--- config.mk ---
export PLATFORM = sky130hd
export DESIGN_NAME = uart_tx_dev
export DESIGN_NICKNAME = d
export VERILOG_FILES = /design/src/rtl/uart_tx_dev.sv
export SDC_FILE = /design/constraint.sdc
export NUM_CORES = 1
export LEC_CHECK = 0
export CAP_MARGIN = 10
export CORE_MARGIN = 1.5
export CORE_UTILIZATION = 55
export DETAILED_ROUTE_END_ITERATION = 7
export DONT_BUFFER_PORTS = 1
export PLACE_DENSITY = 0.79
export SETUP_SLACK_MARGIN = 0.02
export SLEW_MARGIN = 20
export SYNTH_ARGS = -nofsm -noshare
export SYNTH_HDL_FRONTEND = slang
export SYNTH_SLANG_ARGS = --single-unit
--- constraint.sdc ---
create_clock -name clk_i -period 4.55 [get_ports clk_i]
set_input_delay 0.455 -clock clk_i [delete_from_list [all_inputs] [get_ports clk_i]]
set_output_delay 0.455 -clock clk_i [all_outputs]
set_load 0.02 [all_outputs]
--- src/rtl/uart_tx_dev.sv ---
// rtl/uart_tx_dev.sv - memory-mapped transmit-only UART with TX FIFO and divider
// Define UART_TX_PARITY_EN to insert an even-parity bit after the data bits.
module uart_tx_dev #(
  parameter int          DataWidth    = 32,
  parameter int          AddressWidth = 32,
  parameter int          FifoDepth    = 8,
  parameter logic [15:0] DivReset     = 16'd867
) (
  input  logic                    clk_i,
  input  logic                    rst_i,
  input  logic                    uart_req_i,
  input  logic                    uart_we_i,
  input  logic [3:0]              uart_be_i,
  input  logic [AddressWidth-1:0] uart_addr_i,
  input  logic [DataWidth-1:0]    uart_wdata_i,
  output logic                    uart_rvalid_o,
  output logic [DataWidth-1:0]    uart_rdata_o,
  output logic                    uart_err_o,
  output logic                    uart_tx_o,
  output logic                    uart_intr_o
);

  localparam int PtrW = $clog2(FifoDepth);
  localparam int LvlW = PtrW + 1;
  localparam logic [LvlW-1:0] FullLvl = LvlW'(FifoDepth);
`ifdef UART_TX_PARITY_EN
  localparam logic ParEn = 1'b1;
`else
  localparam logic ParEn = 1'b0;
`endif

  typedef enum logic [2:0] {
    S_IDLE   = 3'd0,
    S_START  = 3'd1,
    S_DATA   = 3'd2,
`ifdef UART_TX_PARITY_EN
    S_PARITY = 3'd3,
`endif
    S_STOP   = 3'd4
  } state_e;

  state_e                 state_q, state_d;
  logic [15:0]            cnt_q, cnt_d, reload_q, reload_d, div_q, div_d;
  logic [7:0]             byte_q, byte_d;
  logic [2:0]             idx_q, idx_d;
  logic                   irq_en_q, irq_en_d;
  logic                   rvalid_q, err_q, err_d, intr_q;
  logic [DataWidth-1:0]   rdata_q, rdata_d;
  logic [PtrW-1:0]        wr_ptr_q, rd_ptr_q;
  logic [LvlW-1:0]        level_q;
  logic [7:0]             mem_q [FifoDepth];

  logic [7:0]  off;
  logic        fifo_empty, fifo_full, push_req, push, pop, busy, bit_done;
  logic [31:0] status_w;
  logic        unused_bits;

  assign off        = uart_addr_i[9:2];
  assign fifo_empty = (level_q == '0);
  assign fifo_full  = (level_q == FullLvl);
  assign busy       = (state_q != S_IDLE);
  assign bit_done   = (cnt_q == 16'd0);
  assign push_req   = uart_req_i & uart_we_i & (off == 8'h00) & uart_be_i[0];
  // A push that meets a full FIFO is dropped even if a pop happens the same cycle.
  assign push       = push_req & ~fifo_full;

  assign unused_bits = ^{uart_addr_i[AddressWidth-1:10], uart_addr_i[1:0],
                         uart_wdata_i[DataWidth-1:16], uart_be_i[3:2]};

  always_comb begin
    status_w              = '0;
    status_w[0]           = fifo_empty;
    status_w[1]           = fifo_full;
    status_w[2]           = busy;
    status_w[3]           = ParEn;
    status_w[8 +: LvlW]   = level_q;
  end

  always_comb begin
    rdata_d  = '0;
    err_d    = 1'b0;
    div_d    = div_q;
    irq_en_d = irq_en_q;
    if (uart_req_i) begin
      case (off)
        8'h00: err_d = push_req & fifo_full;
        8'h01: begin
          if (uart_we_i) err_d = 1'b1;
          else           rdata_d = DataWidth'(status_w);
        end
        8'h02: begin
          if (uart_we_i) begin
            if (uart_be_i[0]) div_d[7:0]  = uart_wdata_i[7:0];
            if (uart_be_i[1]) div_d[15:8] = uart_wdata_i[15:8];
          end else begin
            rdata_d = DataWidth'(div_q);
          end
        end
        8'h03: begin
          if (uart_we_i) irq_en_d = uart_wdata_i[0];
          else           rdata_d  = DataWidth'(irq_en_q);
        end
        default: err_d = 1'b1;
      endcase
    end
  end

  always_ff @(posedge clk_i or posedge rst_i) begin
    if (rst_i) begin
      rvalid_q <= 1'b0;
      rdata_q  <= '0;
      err_q    <= 1'b0;
      intr_q   <= 1'b0;
      div_q    <= DivReset;
      irq_en_q <= 1'b0;
      wr_ptr_q <= '0;
      rd_ptr_q <= '0;
      level_q  <= '0;
    end else begin
      rvalid_q <= uart_req_i;
      rdata_q  <= rdata_d;
      err_q    <= err_d;
      intr_q   <= irq_en_q & fifo_empty & ~busy;
      div_q    <= div_d;
      irq_en_q <= irq_en_d;
      if (push) wr_ptr_q <= wr_ptr_q + PtrW'(1);
      if (pop)  rd_ptr_q <= rd_ptr_q + PtrW'(1);
      level_q  <= level_q + LvlW'(push) - LvlW'(pop);
    end
  end

  always_ff @(posedge clk_i) begin
    if (push) mem_q[wr_ptr_q] <= uart_wdata_i[7:0];
  end

  always_ff @(posedge clk_i or posedge rst_i) begin
    if (rst_i) begin
      state_q  <= S_IDLE;
      cnt_q    <= '0;
      reload_q <= '0;
      byte_q   <= '0;
      idx_q    <= '0;
    end else begin
      state_q  <= state_d;
      cnt_q    <= cnt_d;
      reload_q <= reload_d;
      byte_q   <= byte_d;
      idx_q    <= idx_d;
    end
  end

  always_comb begin
    state_d  = state_q;
    cnt_d    = cnt_q;
    reload_d = reload_q;
    byte_d   = byte_q;
    idx_d    = idx_q;
    pop      = 1'b0;
    case (state_q)
      S_IDLE:  pop = ~fifo_empty;
      S_START: if (bit_done) state_d = S_DATA;
      S_DATA: begin
        if (bit_done) begin
          idx_d = idx_q + 3'd1;
`ifdef UART_TX_PARITY_EN
          if (idx_q == 3'd7) state_d = S_PARITY;
`else
          if (idx_q == 3'd7) state_d = S_STOP;
`endif
        end
      end
`ifdef UART_TX_PARITY_EN
      S_PARITY: if (bit_done) state_d = S_STOP;
`endif
      S_STOP: begin
        if (bit_done) begin
          if (fifo_empty) state_d = S_IDLE;
          else            pop     = 1'b1;
        end
      end
      default: state_d = S_IDLE;
    endcase
    if (busy) cnt_d = bit_done ? reload_q : cnt_q - 16'd1;
    // DIV is sampled only at frame start so mid-frame writes affect the next frame.
    if (pop) begin
      state_d  = S_START;
      byte_d   = mem_q[rd_ptr_q];
      reload_d = div_q;
      cnt_d    = div_q;
      idx_d    = '0;
    end
  end

  always_comb begin
    uart_tx_o = 1'b1;
    case (state_q)
      S_START:  uart_tx_o = 1'b0;
      S_DATA:   uart_tx_o = byte_q[idx_q];
`ifdef UART_TX_PARITY_EN
      S_PARITY: uart_tx_o = ^byte_q;
`endif
      default:  uart_tx_o = 1'b1;
    endcase
  end

  assign uart_rvalid_o = rvalid_q;
  assign uart_rdata_o  = rdata_q;
  assign uart_err_o    = err_q;
  assign uart_intr_o   = intr_q;

endmodule

### Word level (Yosys, flattened, before mapping)

Memory sizes are Yosys's and may differ from the RTL's. A register that Yosys moved wholly into a read port is not among the register bits.
Cells that the tools add are included.
Widths: inputs -> output; s select.

| operators by class | value |
|---|---|
| add/subtract/negate cells | 6 |
| multipliers | 0 |
| div/mod/pow operators | 0 |
| order comparisons | 1 |
| eq/ne operators | 14 |
| shift operators | 0 |
| multiplexer cells | 29 |
| bitwise gates (word level) | 10 |
| reduce and logical (&&, ||, !) cells | 14 |

Operators with widths:

| kind | count |
|---|---|
| $mux 16 | 5 |
| $pmux 16 s3 | 1 |
| $mux 3 | 9 |
| $eq 8x2->1 const B | 2 |
| $logic_not 16->1 | 1 |
| $sub 16x1->16 const B | 1 |
| $ne 3x3->1 const B | 5 |
| $mux 12 | 1 |
| $pmux 3 s4 | 1 |
| $add 3x1->3 const B | 3 |
| $eq 8x1->1 const B | 1 |
| $logic_not 8->1 | 1 |
| $mux 1 | 8 |
| $reduce_and 4->1 | 2 |
| $and 1x1->1 | 7 |
| $eq 3x3->1 const B | 2 |
| $reduce_and 6->1 | 1 |
| $reduce_bool 2->1 | 3 |
| $add 4x1->4 | 1 |
| $eq 4x4->1 const B | 1 |
| $logic_not 4->1 | 1 |
| $lt 3x4->1 const B | 1 |
| $pmux 1 s2 | 2 |
| $sub 4x1->4 | 1 |
| other kinds (11) | 13 |

| word-level totals | value |
|---|---|
| bits in registers | 100 |
| latch bits | 0 |
| bits in writable memories | 64 |
| bits in read-only memories | 0 |
| input port bits | 72 |
| output and inout port bits | 36 |
| word-level logic and storage cells | 89 |
| memories | 1 |

Memory list:

| memory | depth | bits a word | rd ports | clocked after Yosys merged registers in | write ports | line | source |
|---|---|---|---|---|---|---|---|
| mem_q | 8 | 8 | 1 | 1 | 1 | 51 | `logic [7:0] mem_q [FifoDepth];` |

### Logic depth before layout (Yosys ltp)

| depth | value |
|---|---|
| depth after elaboration | 6 |
| gate-level depth with buffers | 12 |
| mapped depth without buffers | 10 |

### Worst setup path before layout

Ideal clock, no wire load.

| timing path | value |
|---|---|
| kind | register -> register |
| from | reg cnt_q[6] |
| to | reg level_q[2] |
| setup time | 0.123 ns |
| arrival time | 3.065 ns |
| data required time | 4.427 ns |
| slack | 1.363 ns |
| stages on the path, launching flop included | 13 |
| path buffers | 3 |
| period minus slack after synthesis | 3.187 ns |
| path through | dfrtp_1 > or4_1 > buf_2 > or4b_1 > buf_2 > o21ai_1 > nand2_1 > clkbuf_1 > xnor2_1 > ha_1 > inv_1 > fa_1 > xnor2_1 |

| on the way | value |
|---|---|
| word-level cells in the longest chain between the ends | 4 |

Ends and longest elaborated chain:

| element | line | source |
|---|---|---|
| from (decl) | 43 | `logic [15:0] cnt_q, cnt_d, reload_q, reload_d, div_q, div_d;` |
| from (signal assigned) | 145 | `cnt_q <= cnt_d;` |
| $logic_not 16->1 | 62 | `assign bit_done = (cnt_q == 16'd0);` |
| $mux 1 | 176 | `if (bit_done) begin` |
| $pmux 1 s2 | 159 | `case (state_q)` |
| $sub 4x1->4 | 128 | `level_q <= level_q + LvlW'(push) - LvlW'(pop);` |
| to (signal assigned) | 128 |  |
| to (decl) | 50 | `logic [LvlW-1:0] level_q;` |

No other way between the ends.
A chain may end at the register's enable or synchronous reset.

### Final worst setup path

Same ends and word-level chain as after synthesis.

==> results.json <==
{
  "sequentialPowerShare": 0.453,
  "grt_max_degree": 48,
  "nFillCells": 869,
  "diodes": 0,
  "reg2reg_to": "level_q[2]",
  "max_slew_margin": 0.3898,
  "numnets_final": 600,
  "design.portCount": 108,
  "netlist_instances": 511,
  "critical_path.endpoint": "level_q[2]",
  "height_of_the_die_um": 115.5,
  "power_frac_clock": 0.360,
  "timing.final.max_slew_violations": 0,
  "critPathLaunch": "cnt_q[6]",
  "detail_route.wl_per_cell_um": 20.85,
  "routed_wirelength_um": 14550,
  "power.leakage_nw": 3.107,
  "end_kind": "flop",
  "cts.path.max_buffers": 2,
  "skew_ns": 0.006553,
  "syn_area_per_cell_sq_um": 13.63,
  "ws_path_type": "flop to flop",
  "clkSlewWorstSetupHoldPaths_ns": 0.06,
  "synth_enable_flop_cells": 64,
  "register_area_sq_um": 4233,
  "result_of_the_run": "complete, no violations",
  "route.vias.total": 4321,
  "crit_path_max_fanout": 16,
  "drc": 0,
  "clock_insertion_delay_worst_skew_ns": 0.43,
  "core_area_sq_um": 12160,
  "max_h_tree_level": 4,
  "placedCellCount": 666,
  "tritoncts": "yes",
  "detailed_place_hpwl_um": 9625,
  "timing.fmax_mhz": 254.9,
  "drtAntennaViolNets": 0,
  "critical_path.cell_chain": "or4_1 -> or4b_1 -> buf_4 -> o21ai_1 -> buf_4 -> nand2_1 -> xnor2_1 -> ha_1 -> inv_1 -> fa_1 -> xnor2_1",
  "post_cts_resize_count": 0,
  "ys.flop_type": "sky130_fd_sc_hd__dfrtp_1",
  "numCtsBuffers": 17,
  "synthToLayoutAreaGrowth_pct": 11.02,
  "number_of_warnings_reported_in_the_yosys_synthesis_log": 0,
  "grt.total_usage": 0.2386,
  "final-hold-violation-count": 0,
  "drt-initial-drc-count": 402,
  "place.port_buffers": 0,
  "finalSetupTns_ns": 0,
  "power.net_switching_mw": 1.174,
  "maxCapViolations": 0,
  "report.final.setup_viol": 0,
  "postSynthRegisterBits": 156,
  "finalWeightedCongestion": 0.9173,
  "reg2reg_slack_ns": 0.63,
  "grt_pass1_vias": 4435,
  "min_period_ns": 3.924,
  "placement_rows": 40,
  "unrepaired_setup_endpoints_after_global_routing": "no",
  "clock_sinks": 156,
  "vdd.ir_drop.worst_mv": 0.3536,
  "drt-pass1-iter-count": 5,
  "tightest_slew_ns": 0.9119,
  "antenna_found_initial": 0,
  "timing.rr.start": "cnt_q[6]",
  "sw_frac_of_total": 0.2855,
  "mapped_area_sq_um": 6963,
  "cts_setup_buffers": 0,
  "grt_first_pass_wirelength_um": 23540,
  "worst_path_largest_cell_delay_ns": 0.69,
  "drive_gt1_frac": 0.1925,
  "worstHoldPathType": "primary input to async pin",
  "post_synth_num_cell_types": 65,
  "synth_sequential_area_ratio": 0.6077,
  "chipWidth_um": 115.5,
  "min_period_over_period": 0.8623,
  "worstRegToRegCells": 11,
  "worst_setup_path_start_kind": "flop",
  "p_int_mw": 2.937,
  "ys_async_sr_fraction": 0.5897,
  "worst_endpoint_data_arrival_time_ns": 4.24,
  "start_util": 0.5725,
  "post-layout-total-power_mw": 4.111,
  "cts_root_buf": "sky130_fd_sc_hd__clkbuf_16",
  "cts_hold_buf": 0,
  "multiInputGateArea_sq_um": 2496,
  "combinationalPowerShare": 0.187,
  "worst_path_required_ns": 4.86,
  "routed_via_density": 6.191,
  "critical_path.slowest_cell": "sky130_fd_sc_hd__or4_1",
  "instances_no_fill": 698,
  "grt_overflow_total": 0,
  "fp.dieArea_sq_um": 13340,
  "power_per_standard_cell_area_nw_per_um2": 531.8
}
## sequential cells by signal, indices dropped and copies added, names as in the netlist
signal,count
state_q,3
cnt_q,16
irq_en_q,1
div_q,16
wr_ptr_q,3
rd_ptr_q,3
mem_q,64
uart_rdata_o,16
uart_rvalid_o,1
idx_q,3
level_q,4
uart_intr_o,1
byte_q,8
uart_err_o,1
reload_q,16
## logic make-up (layout without fill, tap and decap cells)
logic type | Yosys count | after routing | synth area share
muxes | 65 | 65 | 0.1319
and+or+nand+nor | 123 | 123 | 0.09650
adders and majority gates | 11 | 11 | 0.02084
xor gates and xnor gates | 8 | 8 | 0.01006
other | 1 | 16 | 0.0005386
AOI/OAI and AO/OA | 92 | 92 | 0.09057
DFF | 156 | 156 | 0.6077
buffers and inverters | 55 | 59 | 0.04187
## layout by cell type, fill, tap and decap left out, types with 9 or more instances in the layout
cell type | Yosys | final
sky130_fd_sc_hd__mux2_2 | 27 | 27
sky130_fd_sc_hd__o21ai_0 | 29 | 29
sky130_fd_sc_hd__mux2i_1 | 13 | 13
sky130_fd_sc_hd__nand2_1 | 15 | 15
sky130_fd_sc_hd__nand3_1 | 10 | 10
sky130_fd_sc_hd__buf_4 | 17 | 15
sky130_fd_sc_hd__mux4_2 | 18 | 18
sky130_fd_sc_hd__inv_1 | 12 | 11
sky130_fd_sc_hd__dfrtp_1 | 86 | 85
sky130_fd_sc_hd__conb_1 | 1 | 16
sky130_fd_sc_hd__edfxtp_1 | 64 | 64
sky130_fd_sc_hd__and2_1 | 9 | 9
sky130_fd_sc_hd__ha_1 | 10 | 10
sky130_fd_sc_hd__a21oi_1 | 9 | 9
sky130_fd_sc_hd__nor3_1 | 12 | 12
sky130_fd_sc_hd__nor2_1 | 33 | 33
sky130_fd_sc_hd__clkbuf_16 | 0 | 19
## how the worst min path moves through the flow
stage / from / endpoint / slack [ns] / depth (start not counted)
6_report: rst_i / cnt_q[11] / 0.03 / 1
5_1_grt: uart_req_i / uart_rvalid_o / 0.03 / 0
4_1_cts: rst_i / reload_q[13] / 0.04 / 1
3_5_place_dp: reload_q[10] / reload_q[10] / 0.47 / 1
3_3_place_gp: reload_q[7] / reload_q[7] / 0.47 / 1
2_1_floorplan: reload_q[10] / reload_q[10] / 0.45 / 1
## critical path: cells and delay by family, from the launching register on
family                     cells  cell delay, ns
adders and majority gates      2            0.59
buffers and inverters          3            0.51
AOI/OAI and AO/OA              1            0.14
xor gates and xnor gates       2            0.46
and+or+nand+nor                3            1.64
DFF                            1            0.46
## synthesized netlist by cell type (all sizes together), types with 6 or more instances
master	instances	area, sq um
inv	12	45.04
edfxtp	64	1922
o21ai	32	160.1
nor3	12	60.06
dfstp	6	157.7
and2	9	56.30
nor3b	6	45.04
mux4	18	405.4
mux2i	13	130.1
mux2	34	382.9
nand3	10	50.05
xnor2	6	52.55
or3	7	43.79
dfrtp	86	2152
nor2	34	143.9
clkbuf	16	61.30
ha	10	125.1
a21oi	9	45.04
buf	27	185.2
a22oi	8	60.06
nand2	15	56.30
o31ai	6	45.04
## layout make-up
type                    instances  share of cell area
clock inverters                10             0.01619
multi-input cells             315              0.3229
flip-flops and latches        156              0.5476
clock buffers                  22             0.06556
repair buffers                 15             0.01457
well taps                     168             0.02719
inverters                      12            0.005989
## stage by stage
stage	hold WS, ns	worst slack [ns]	utilization	cell area, sq um
finish	0.02626	0.6265	0.6356	7730
global route	0.03452	0.4193	0.6356	7730
detailed placement	0.4750	0.7257	0.5835	7097
floorplan	0.4500	1.363	-	7019
CTS	0.03892	0.6787	0.6355	7729
global placement	0.4702	0.8024	0.5835	7097
## layer usage
layer / track usage / vias to the layer above / routed length, um
li1: - / 1917 / -
met1: 0.3195 / 2175 / 6072
met2: 0.3609 / 206 / 6994
met3: 0.08577 / 23 / 1232
met4: 0.09053 / 0 / 252
met5: 0 / - / 0
## power by group through the flow
| stage | registers [mW] | clock network [mW] | logic [mW] |
|---|---|---|---|
| 2_1_floorplan | 1.74 | 0 | 0.715 |
| 3_3_place_gp | 1.87 | 0 | 0.726 |
| 3_5_place_dp | 1.89 | 0 | 0.755 |
| 4_1_cts | 1.86 | 1.50 | 0.768 |
| 5_1_grt | 1.90 | 1.56 | 0.853 |
| 6_report | 1.86 | 1.48 | 0.768 |
Note: power is estimated with default switching activity, not from simulation.
